<file path="src/rtl/iram_pkg.sv">
// Shared sizing and types for the 64x16 IRAM FIFO and its backing BRAM.
// The almost-full/almost-empty thresholds only take effect when IRAM_FIFO_ALMOST_EN is defined.
package iram_pkg;

    localparam int IRAM_DEPTH     = 64;
    localparam int IRAM_AW        = 6;
    localparam int IRAM_WIDTH     = 16;
    localparam int IRAM_AF_THRESH = 56;
    localparam int IRAM_AE_THRESH = 4;

    typedef logic [IRAM_AW-1:0]    iram_addr_t;
    typedef logic [IRAM_AW:0]      iram_lvl_t;
    typedef logic [IRAM_WIDTH-1:0] iram_data_t;

    // Wrapping pointer increment; DEPTH is a power of two, so overflow is the wrap.
    function automatic iram_addr_t iram_ptr_inc(input iram_addr_t ptr);
        return ptr + iram_addr_t'(1);
    endfunction

endpackage

</file>
<file path="src/rtl/iram_sdp_mem.sv">
// Single-clock simple dual-port RAM (1 write, 1 read) with a registered read gated by the
// read enable; only the read register is reset so the array still maps onto block RAM.
module iram_sdp_mem
    import iram_pkg::*;
(
    input  logic       clk,
    input  logic       reset_n,
    input  logic       we,
    input  iram_addr_t waddr,
    input  iram_data_t wdata,
    input  logic       re,
    input  iram_addr_t raddr,
    output iram_data_t rdata
);

    iram_data_t mem_array [IRAM_DEPTH];
    iram_data_t rdata_reg;

    always_ff @(posedge clk) begin
        if (we) begin
            mem_array[waddr] <= wdata;
        end
    end

    // Output register holds its value whenever re is low, which keeps the FIFO head stable.
    always_ff @(posedge clk or negedge reset_n) begin
        if (!reset_n) begin
            rdata_reg <= '0;
        end else if (re) begin
            rdata_reg <= mem_array[raddr];
        end
    end

    assign rdata = rdata_reg;

endmodule

</file>
<file path="src/rtl/iram_fifo_64x16.sv">
// First-word-fall-through FIFO over a 64x16 BRAM; the BRAM read register is the head slot.
// Optional almost_full/almost_empty flags are built when IRAM_FIFO_ALMOST_EN is defined.
module iram_fifo_64x16
    import iram_pkg::*;
(
    input  logic       clk,
    input  logic       reset_n,
    input  logic       flush,
    input  logic       in_valid,
    output logic       in_ready,
    input  iram_data_t in_data,
    output logic       out_valid,
    input  logic       out_ready,
    output iram_data_t out_data,
    output iram_lvl_t  level,
`ifdef IRAM_FIFO_ALMOST_EN
    output logic       almost_full,
    output logic       almost_empty,
`endif
    output logic       ovf_err
);

    iram_addr_t wr_ptr_reg,    wr_ptr_next;
    iram_addr_t rd_ptr_reg,    rd_ptr_next;
    iram_lvl_t  ram_cnt_reg,   ram_cnt_next;
    logic       out_valid_reg, out_valid_next;
    logic       ovf_err_reg,   ovf_err_next;

    logic push;
    logic pop;
    logic rd_issue;
    logic ram_we;
    logic ram_re;

    // Capacity is DEPTH in RAM plus one in the read register; ready depends on registers only.
    assign in_ready = (ram_cnt_reg != iram_lvl_t'(IRAM_DEPTH));
    assign push     = in_valid & in_ready;
    assign pop      = out_valid_reg & out_ready;
    // No bypass: a word is readable only once ram_cnt_reg has counted it.
    assign rd_issue = (ram_cnt_reg != '0) & (~out_valid_reg | pop);

    // Flush wins over everything: nothing is written or read during the flush cycle.
    assign ram_we = push & ~flush;
    assign ram_re = rd_issue & ~flush;

    always_comb begin
        wr_ptr_next    = wr_ptr_reg;
        rd_ptr_next    = rd_ptr_reg;
        ram_cnt_next   = ram_cnt_reg;
        out_valid_next = out_valid_reg;
        ovf_err_next   = ovf_err_reg;

        if (flush) begin
            wr_ptr_next    = '0;
            rd_ptr_next    = '0;
            ram_cnt_next   = '0;
            out_valid_next = 1'b0;
            ovf_err_next   = 1'b0;
        end else begin
            if (push) begin
                wr_ptr_next = iram_ptr_inc(wr_ptr_reg);
            end
            if (rd_issue) begin
                rd_ptr_next    = iram_ptr_inc(rd_ptr_reg);
                out_valid_next = 1'b1;
            end else if (pop) begin
                out_valid_next = 1'b0;
            end
            case ({push, rd_issue})
                2'b10:   ram_cnt_next = ram_cnt_reg + iram_lvl_t'(1);
                2'b01:   ram_cnt_next = ram_cnt_reg - iram_lvl_t'(1);
                default: ram_cnt_next = ram_cnt_reg;
            endcase
            if (in_valid & ~in_ready) begin
                ovf_err_next = 1'b1;
            end
        end
    end

    always_ff @(posedge clk or negedge reset_n) begin
        if (!reset_n) begin
            wr_ptr_reg    <= '0;
            rd_ptr_reg    <= '0;
            ram_cnt_reg   <= '0;
            out_valid_reg <= 1'b0;
            ovf_err_reg   <= 1'b0;
        end else begin
            wr_ptr_reg    <= wr_ptr_next;
            rd_ptr_reg    <= rd_ptr_next;
            ram_cnt_reg   <= ram_cnt_next;
            out_valid_reg <= out_valid_next;
            ovf_err_reg   <= ovf_err_next;
        end
    end

    iram_sdp_mem u_mem (
        .clk     (clk),
        .reset_n (reset_n),
        .we      (ram_we),
        .waddr   (wr_ptr_reg),
        .wdata   (in_data),
        .re      (ram_re),
        .raddr   (rd_ptr_reg),
        .rdata   (out_data)
    );

    assign out_valid = out_valid_reg;
    assign ovf_err   = ovf_err_reg;
    assign level     = ram_cnt_reg + iram_lvl_t'(out_valid_reg);

`ifdef IRAM_FIFO_ALMOST_EN
    assign almost_full  = (level >= iram_lvl_t'(IRAM_AF_THRESH));
    assign almost_empty = (level <= iram_lvl_t'(IRAM_AE_THRESH));
`endif

endmodule

</file>
<file path="config.mk">
export PLATFORM = sky130hd
export DESIGN_NAME = iram_fifo_64x16
export DESIGN_NICKNAME = d
export VERILOG_FILES = /design/src/rtl/iram_pkg.sv /design/src/rtl/iram_sdp_mem.sv /design/src/rtl/iram_fifo_64x16.sv
export SDC_FILE = /design/constraint.sdc
export NUM_CORES = 1
export LEC_CHECK = 0
export CORE_MARGIN = 4
export CORE_UTILIZATION = 48
export CTS_CLUSTER_DIAMETER = 60
export CTS_CLUSTER_SIZE = 30
export DETAILED_ROUTE_END_ITERATION = 6
export GPL_TIMING_DRIVEN = 0
export MAX_ROUTING_LAYER = met4
export PLACE_DENSITY = 0.73
export SYNTH_ARGS = -nofsm -noshare
export SYNTH_HDL_FRONTEND = slang
export SYNTH_SLANG_ARGS = --single-unit
export TNS_END_PERCENT = 10
</file>
<file path="constraint.sdc">
create_clock -name clk -period 4.58 [get_ports clk]
set_input_delay 0.916 -clock clk [delete_from_list [all_inputs] [get_ports clk]]
set_output_delay 0.916 -clock clk [all_outputs]
set_load 0.05 [all_outputs]
</file>
# Yosys cells after proc, flatten, opt, wreduce, memory -nomap -nowiden
# Memories as Yosys holds them, arrays and structs flattened. A register that Yosys moved wholly into a read port is not among the register bits.
# Cells that the tools add are included.
[op_classes] addsub=5 eq_ne=3 reduce_logical=7 bitwise_logic=10 muxes=13
[ops] operator="2-to-1 mux 6 bit" count=4
[ops] operator="case mux 7 bit (2 select lines)" count=1
[ops] operator="adder 6 x 1 -> 6 bit, second input constant" count=2
[ops] operator="adder 7 x 1 -> 7 bit" count=1
[ops] operator="adder 7 x 1 -> 7 bit, second input constant" count=1
[ops] operator="2-to-1 mux 1 bit" count=7
[ops] operator="2-to-1 mux 7 bit" count=1
[ops] operator="!= test 7 bit, second input constant" count=1
[ops] operator="nonzero test 7 bit" count=1
[ops] operator="subtractor 7 x 1 -> 7 bit, second input constant" count=1
[ops] operator="bitwise AND 1 bit" count=6
[ops] operator="nonzero test 2 bit" count=3
[ops] operator="nonzero test 3 bit" count=2
[ops] operator="NOT 1 bit" count=3
[ops] operator="== test 2 x 1 -> 1 bit, second input constant" count=1
[ops] operator="== test 2 bit, second input constant" count=1
[ops] operator="logical NOT 1 bit" count=1
[ops] operator="bitwise OR 1 bit" count=1
[word_totals] register_bits=21 inputBits=21 out_inout_bits=26 ramBits=1024 elab_cells=44 n_memories=1
[mem_list] memory="u_mem.mem_array" words=64 width=16 read_ports=1 rd_ports_with_merged_regs=1 wr=1 line_no="iram_sdp_mem.sv:16" source="iram_data_t mem_array [IRAM_DEPTH];"

# Longest topological paths before layout
[depth] word_depth=6 depth_mapped=11 depth_no_buf=9

# Hierarchy
# Synthesis repeated with hierarchy kept, for this count alone.
[hier_totals] hier_cells=2046 area_unflattened_um2=41323.4
[by_module_without_submodules] module="iram_sdp_mem" seq_area_each_um2=31149.9 n_inst=1 cells_each=1897 area_per_inst_um2=39925.8
[by_module_without_submodules] module="iram_fifo_64x16" seq_area_each_um2=525.5 n_inst=1 cells_each=149 area_per_inst_um2=1397.6

# Worst setup path after synthesis
# No wires, ideal clock.
[synth_path] kind="input to register" start="input port in_valid" end="memory u_mem.mem_array[48][0] in the netlist's numbering, enable pin" t_arrival_ns=3.545 setup_slack_ns=0.605 cell_stages=6 t_required_ns=4.149 n_path_buf=2 setup_time_ns=0.431 cell_sequence="clkbuf_1 > o31ai_1 > buf_2 > nor2_1 > nand4b_1 > nor4_1"
[synth_between] elab_chain_len=4
[synth_lines] item="from (decl)" line_no="iram_fifo_64x16.sv:9" source="input logic in_valid,"
[synth_lines] item="bitwise AND 1 bit" line_no="iram_fifo_64x16.sv:37" source="assign push = in_valid & in_ready;"
[synth_lines] item="bitwise AND 1 bit" line_no="iram_fifo_64x16.sv:43" source="assign ram_we = push & ~flush;"
[synth_lines] item="2-to-1 mux 1 bit" line_no="iram_sdp_mem.sv:20" source="if (we) begin"
[synth_lines] item="2-to-1 mux 1 bit (implied by the code)" line_no="iram_sdp_mem.sv:21" source="mem_array[waddr] <= wdata;"
[synth_lines] item="to (decl)" line_no="iram_sdp_mem.sv:16"
# Every way passes these cells.

# Final worst setup path
[layout_path] start="input port in_valid" end="memory u_mem.mem_array[1][13] in the netlist's numbering, enable pin"
# The elaborated chain is that of the path after synthesis.

==> impl_metrics.csv <==
group,metric,value,unit
cts,cts_tree,"done",
setup_path,crit_arrival,4.42,ns
finish,num-fill-cells,6507,
setup_path,crit_fanout,16,
floorplanning,rows,107,
yosys,synthFlopType,"edfxtp_1",
run,max-cap-violations,0,
routing,vias,21400,
pwr,leakage,14.32,nW
placement,hpwl,69210,microns
routing,drtIter0Drc,3059,
cts,post_cts_buffers,0,
cts,htree_levels,2,
pwr,power_frac_seq,0.468,
routing,ant_nets,0,
grt,antenna_found_initial,4,
timing,slew_headroom,0.05748,
timing,setup_viol,0,
yosys,synthMuxAreaShare,0.1365,
pwr,comb_power_share,0.260,
pwr,vdd_drop_max,0.3591,mV
outcome,status,"finished clean",
pwr,powerDensity,503.5,nW/um^2
routing,routed_wl,101600,microns
grt,grt_pass1_vias,21160,
finish,fin_cells,3448,
yosys,synth-edff-count,1024,
finish,nets,2279,
cts,cts.sinks,1061,
cts,numCtsBuffers,61,
yosys,syn_nets,2123,
setup_path,r2r_cells,6,
yosys,synthXorXnorAreaFrac,0.003168,
timing,hold_viol_final,0,
cts,clock_latency,0.70,ns
setup_path,crit_path_start,"in_valid",
timing,fin_crit,4.143,ns
finish,area_growth,11.88,%
yosys,synth_top_area_cell,"edfxtp_1",
cts,holdBufCountCts,0,
routing,drt-wirelength-per-cell,29.47,microns
setup_path,cp-start-kind,"primary input",
placement,port_buffers,45,
pwr,switching_share,0.3100,
cts,path_clk_slew,0.10,ns
setup_path,r2r_start,"ram_cnt_reg[0]",
finish,seqCellArea,31680,sq um
finish,largest_reg_flops,1024,
pwr,intPower,16.12,mW
timing,rsz0062_at_grt,"no",
yosys,synthesis.area,41470,sq um
cts,cts.path.max_buffers,3,
floorplanning,initial_utilization,0.4855,
setup_path,crit_path_max_incr_delay,1.37,ns
yosys,synth_cell_types,65,
yosys,synth_compound_area_frac,0.04167,
placement,dp_slack,-0.04795,ns
yosys,ys_ff_latch,1061,
setup_path,cp_cell_sequence,"clkbuf_1 -> o31ai_1 -> buf_2 -> nor2_1 -> nand3_1 -> nor2_1",
floorplanning,ios,47,
grt,grt_overflow,0,
grt,grt_max_degree,49,
yosys,async_reset_ff_frac,0.03487,
routing,first_pass_iters,5,
floorplanning,die_y,301.9,microns
routing,viasPerCell,6.205,
pwr,switching_power,7.241,mW
routing,drc,0,
setup_path,endpoint_kind,"register",
yosys,synth_top_family_by_area,"multiplexers",
timing,worst_pin_slew,1.409,ns
yosys,synthAdderAreaFrac,0.001810,
setup_path,critPathMostFrequentCell,"nor2_1",
yosys,synth-simple-area-share,0.03627,
cts,cts.repair.resized,0,
placement,place_congestion,0.9818,
pwr,pwr-share-clk,0.272,
finish,multiInputGateArea,9250,sq um
timing,fin_crit_sh,0.9047,
timing,setup_ws,0.4366,ns
cts,root_buffer,"clkbuf_16",
timing,skew,0.03610,ns
yosys,yosysSeqAreaShare,0.7638,
yosys,synth_area_leaders,"edfxtp_1 (74%), mux4_2 (9.7%), mux2i_1 (3.1%)",
min_path,hold_class,"in -> async",
timing,finalMaxSlewViolations,0,
yosys,ys_warn_count,0,
yosys,syn_inst,2096,
grt,track_usage,0.2313,
yosys,syn_avg_cell_area,19.78,sq um
grt,grt_pass1_wl,147000,microns
timing,fmax,0.2413,GHz
floorplanning,fp.dieArea,91160,sq um
placement,place_inst,3332,
floorplanning,die_w,301.9,microns
floorplanning,core,85410,sq um
setup_path,reg2reg_slack,0.56,ns
yosys,synth_top_area_share,0.7415,
finish,drive_gt1_frac,0.2268,
setup_path,crit_type,"in -> reg",
setup_path,slowest_stage,"nor2_1",
setup_path,r2r_end,"u_mem.mem_array[1][13]",
setup_path,required,4.86,ns
metrics by stage:
step	TNS, ns	hold WS (ns)	cell area, sq um	utilization	total power [mW]
floorplan	0	0.6092	41470	-	15.17
global placement	-68.51	0.4920	43350	0.5075	17.05
detailed placement	-2.162	0.5174	44120	0.5166	17.15
global route	0	0.4033	46390	0.5432	24.17
CTS	0	0.3604	46360	0.5427	23.40
finish	0	0.3713	46390	0.5432	23.36
power by group through the flow:
| stage | Combinational (mW) | Sequential (mW) | Clock, mW |
|---|---|---|---|
| global route | 6.39 | 10.9 | 6.85 |
| global placement | 5.89 | 11.2 | 0 |
| CTS | 6.05 | 10.9 | 6.44 |
| floorplan | 3.85 | 11.3 | 0 |
| detailed placement | 6.02 | 11.1 | 0 |
| finish | 6.07 | 10.9 | 6.37 |
routing by layer:
layer | up-vias | GRT usage | routed length [microns]
met5 | - | - | 0
met2 | 1203 | 0.3564 | 48270
li1 | 8887 | - | -
met4 | 0 | 0.07426 | 3672
met1 | 11110 | 0.3166 | 39420
met3 | 193 | 0.04421 | 10260
worst max-delay path: cells and delay by family:
family,cells,cell delay [ns]
buffers and inverters,2,0.79
AOI/OAI and AO/OA,1,0.39
and+or+nand+nor,3,2.32
cells in the mapped netlist, drive strengths merged (2+ instances only):
cell and number:
o22ai 64, nand2 53, ha 6, nand3b 3
o21ai 19, o2111ai 2, inv 6, dfrtp 37
or2 2, o41a 15, mux2i 128, o31a 2
nor2 141, mux2 33, a21boi 2, mux4 178
a21oi 13, or3b 3, a221oi 16, a32oi 15
or3 25, nor3 11, o31ai 17, nand2b 6
buf 75, xor2 6, nand4 2, and3 4
nor4 18, clkbuf 55, xnor2 9, a22o 15
nor2b 23, edfxtp 1024, nand3 17, nor3b 2
a22oi 33
area by class of cell:
cell class / instances / area share
Timing Repair Buffer: 93 / 0.02376
Inverter: 6 / 0.0004854
Buffer: 130 / 0.01446
Clock inverter: 49 / 0.01486
Sequential cell: 1061 / 0.6827
Antenna cell: 2 / 0.0001079
Tap cell: 1144 / 0.03085
Multi-Input combinational cell: 899 / 0.1994
Clock buffer: 64 / 0.03336
cell usage in the layout (no fill, tap or decap), types with 13 or more instances in the layout:
cell type           n
edfxtp_1         1024
mux4_2            178
mux2i_1           128
nor2_1             90
o22ai_1            64
clkbuf_16          61
clkbuf_1           57
nand2_1            52
nor2_2             51
buf_2              49
dfrtp_1            37
a22oi_1            33
mux2_2             30
clkdlybuf4s50_1    28
or3_1              24
nor2b_1            23
buf_8              22
buf_4              21
o21ai_0            18
nand3_1            17
buf_1              17
nor4_1             16
o31ai_2            16
a221oi_1           16
buf_12             16
buf_6              15
a32oi_1            15
a22o_1             15
o41a_1             15
a21oi_1            13
worst max path at each step:
| stage | cells after the start | slack (ns) | end |
|---|---|---|---|
| 5_1_grt | 6 | 0.42 | u_mem.mem_array[1][13] |
| 3_3_place_gp | 6 | -1.33 | u_mem.mem_array[48][11] |
| 4_1_cts | 6 | 0.64 | u_mem.mem_array[3][13] |
| 3_5_place_dp | 6 | -0.05 | u_mem.mem_array[0][13] |
| 6_report | 6 | 0.44 | u_mem.mem_array[1][13] |
| 2_1_floorplan | 6 | 0.60 | u_mem.mem_array[48][0] |
cells by family (layout without fill, tap and decap cells):
kind of cell               count (synthesis)  in the layout
and+or+nand+nor                          316            316
xor gates and xnor gates                  15             15
other                                      0              2
muxes                                    339            339
DFF                                     1061           1061
AOI/OAI and AO/OA                        223            223
adders and majority gates                  6              6
buffers and inverters                    136            342
Power figures use the tool's default switching activity.
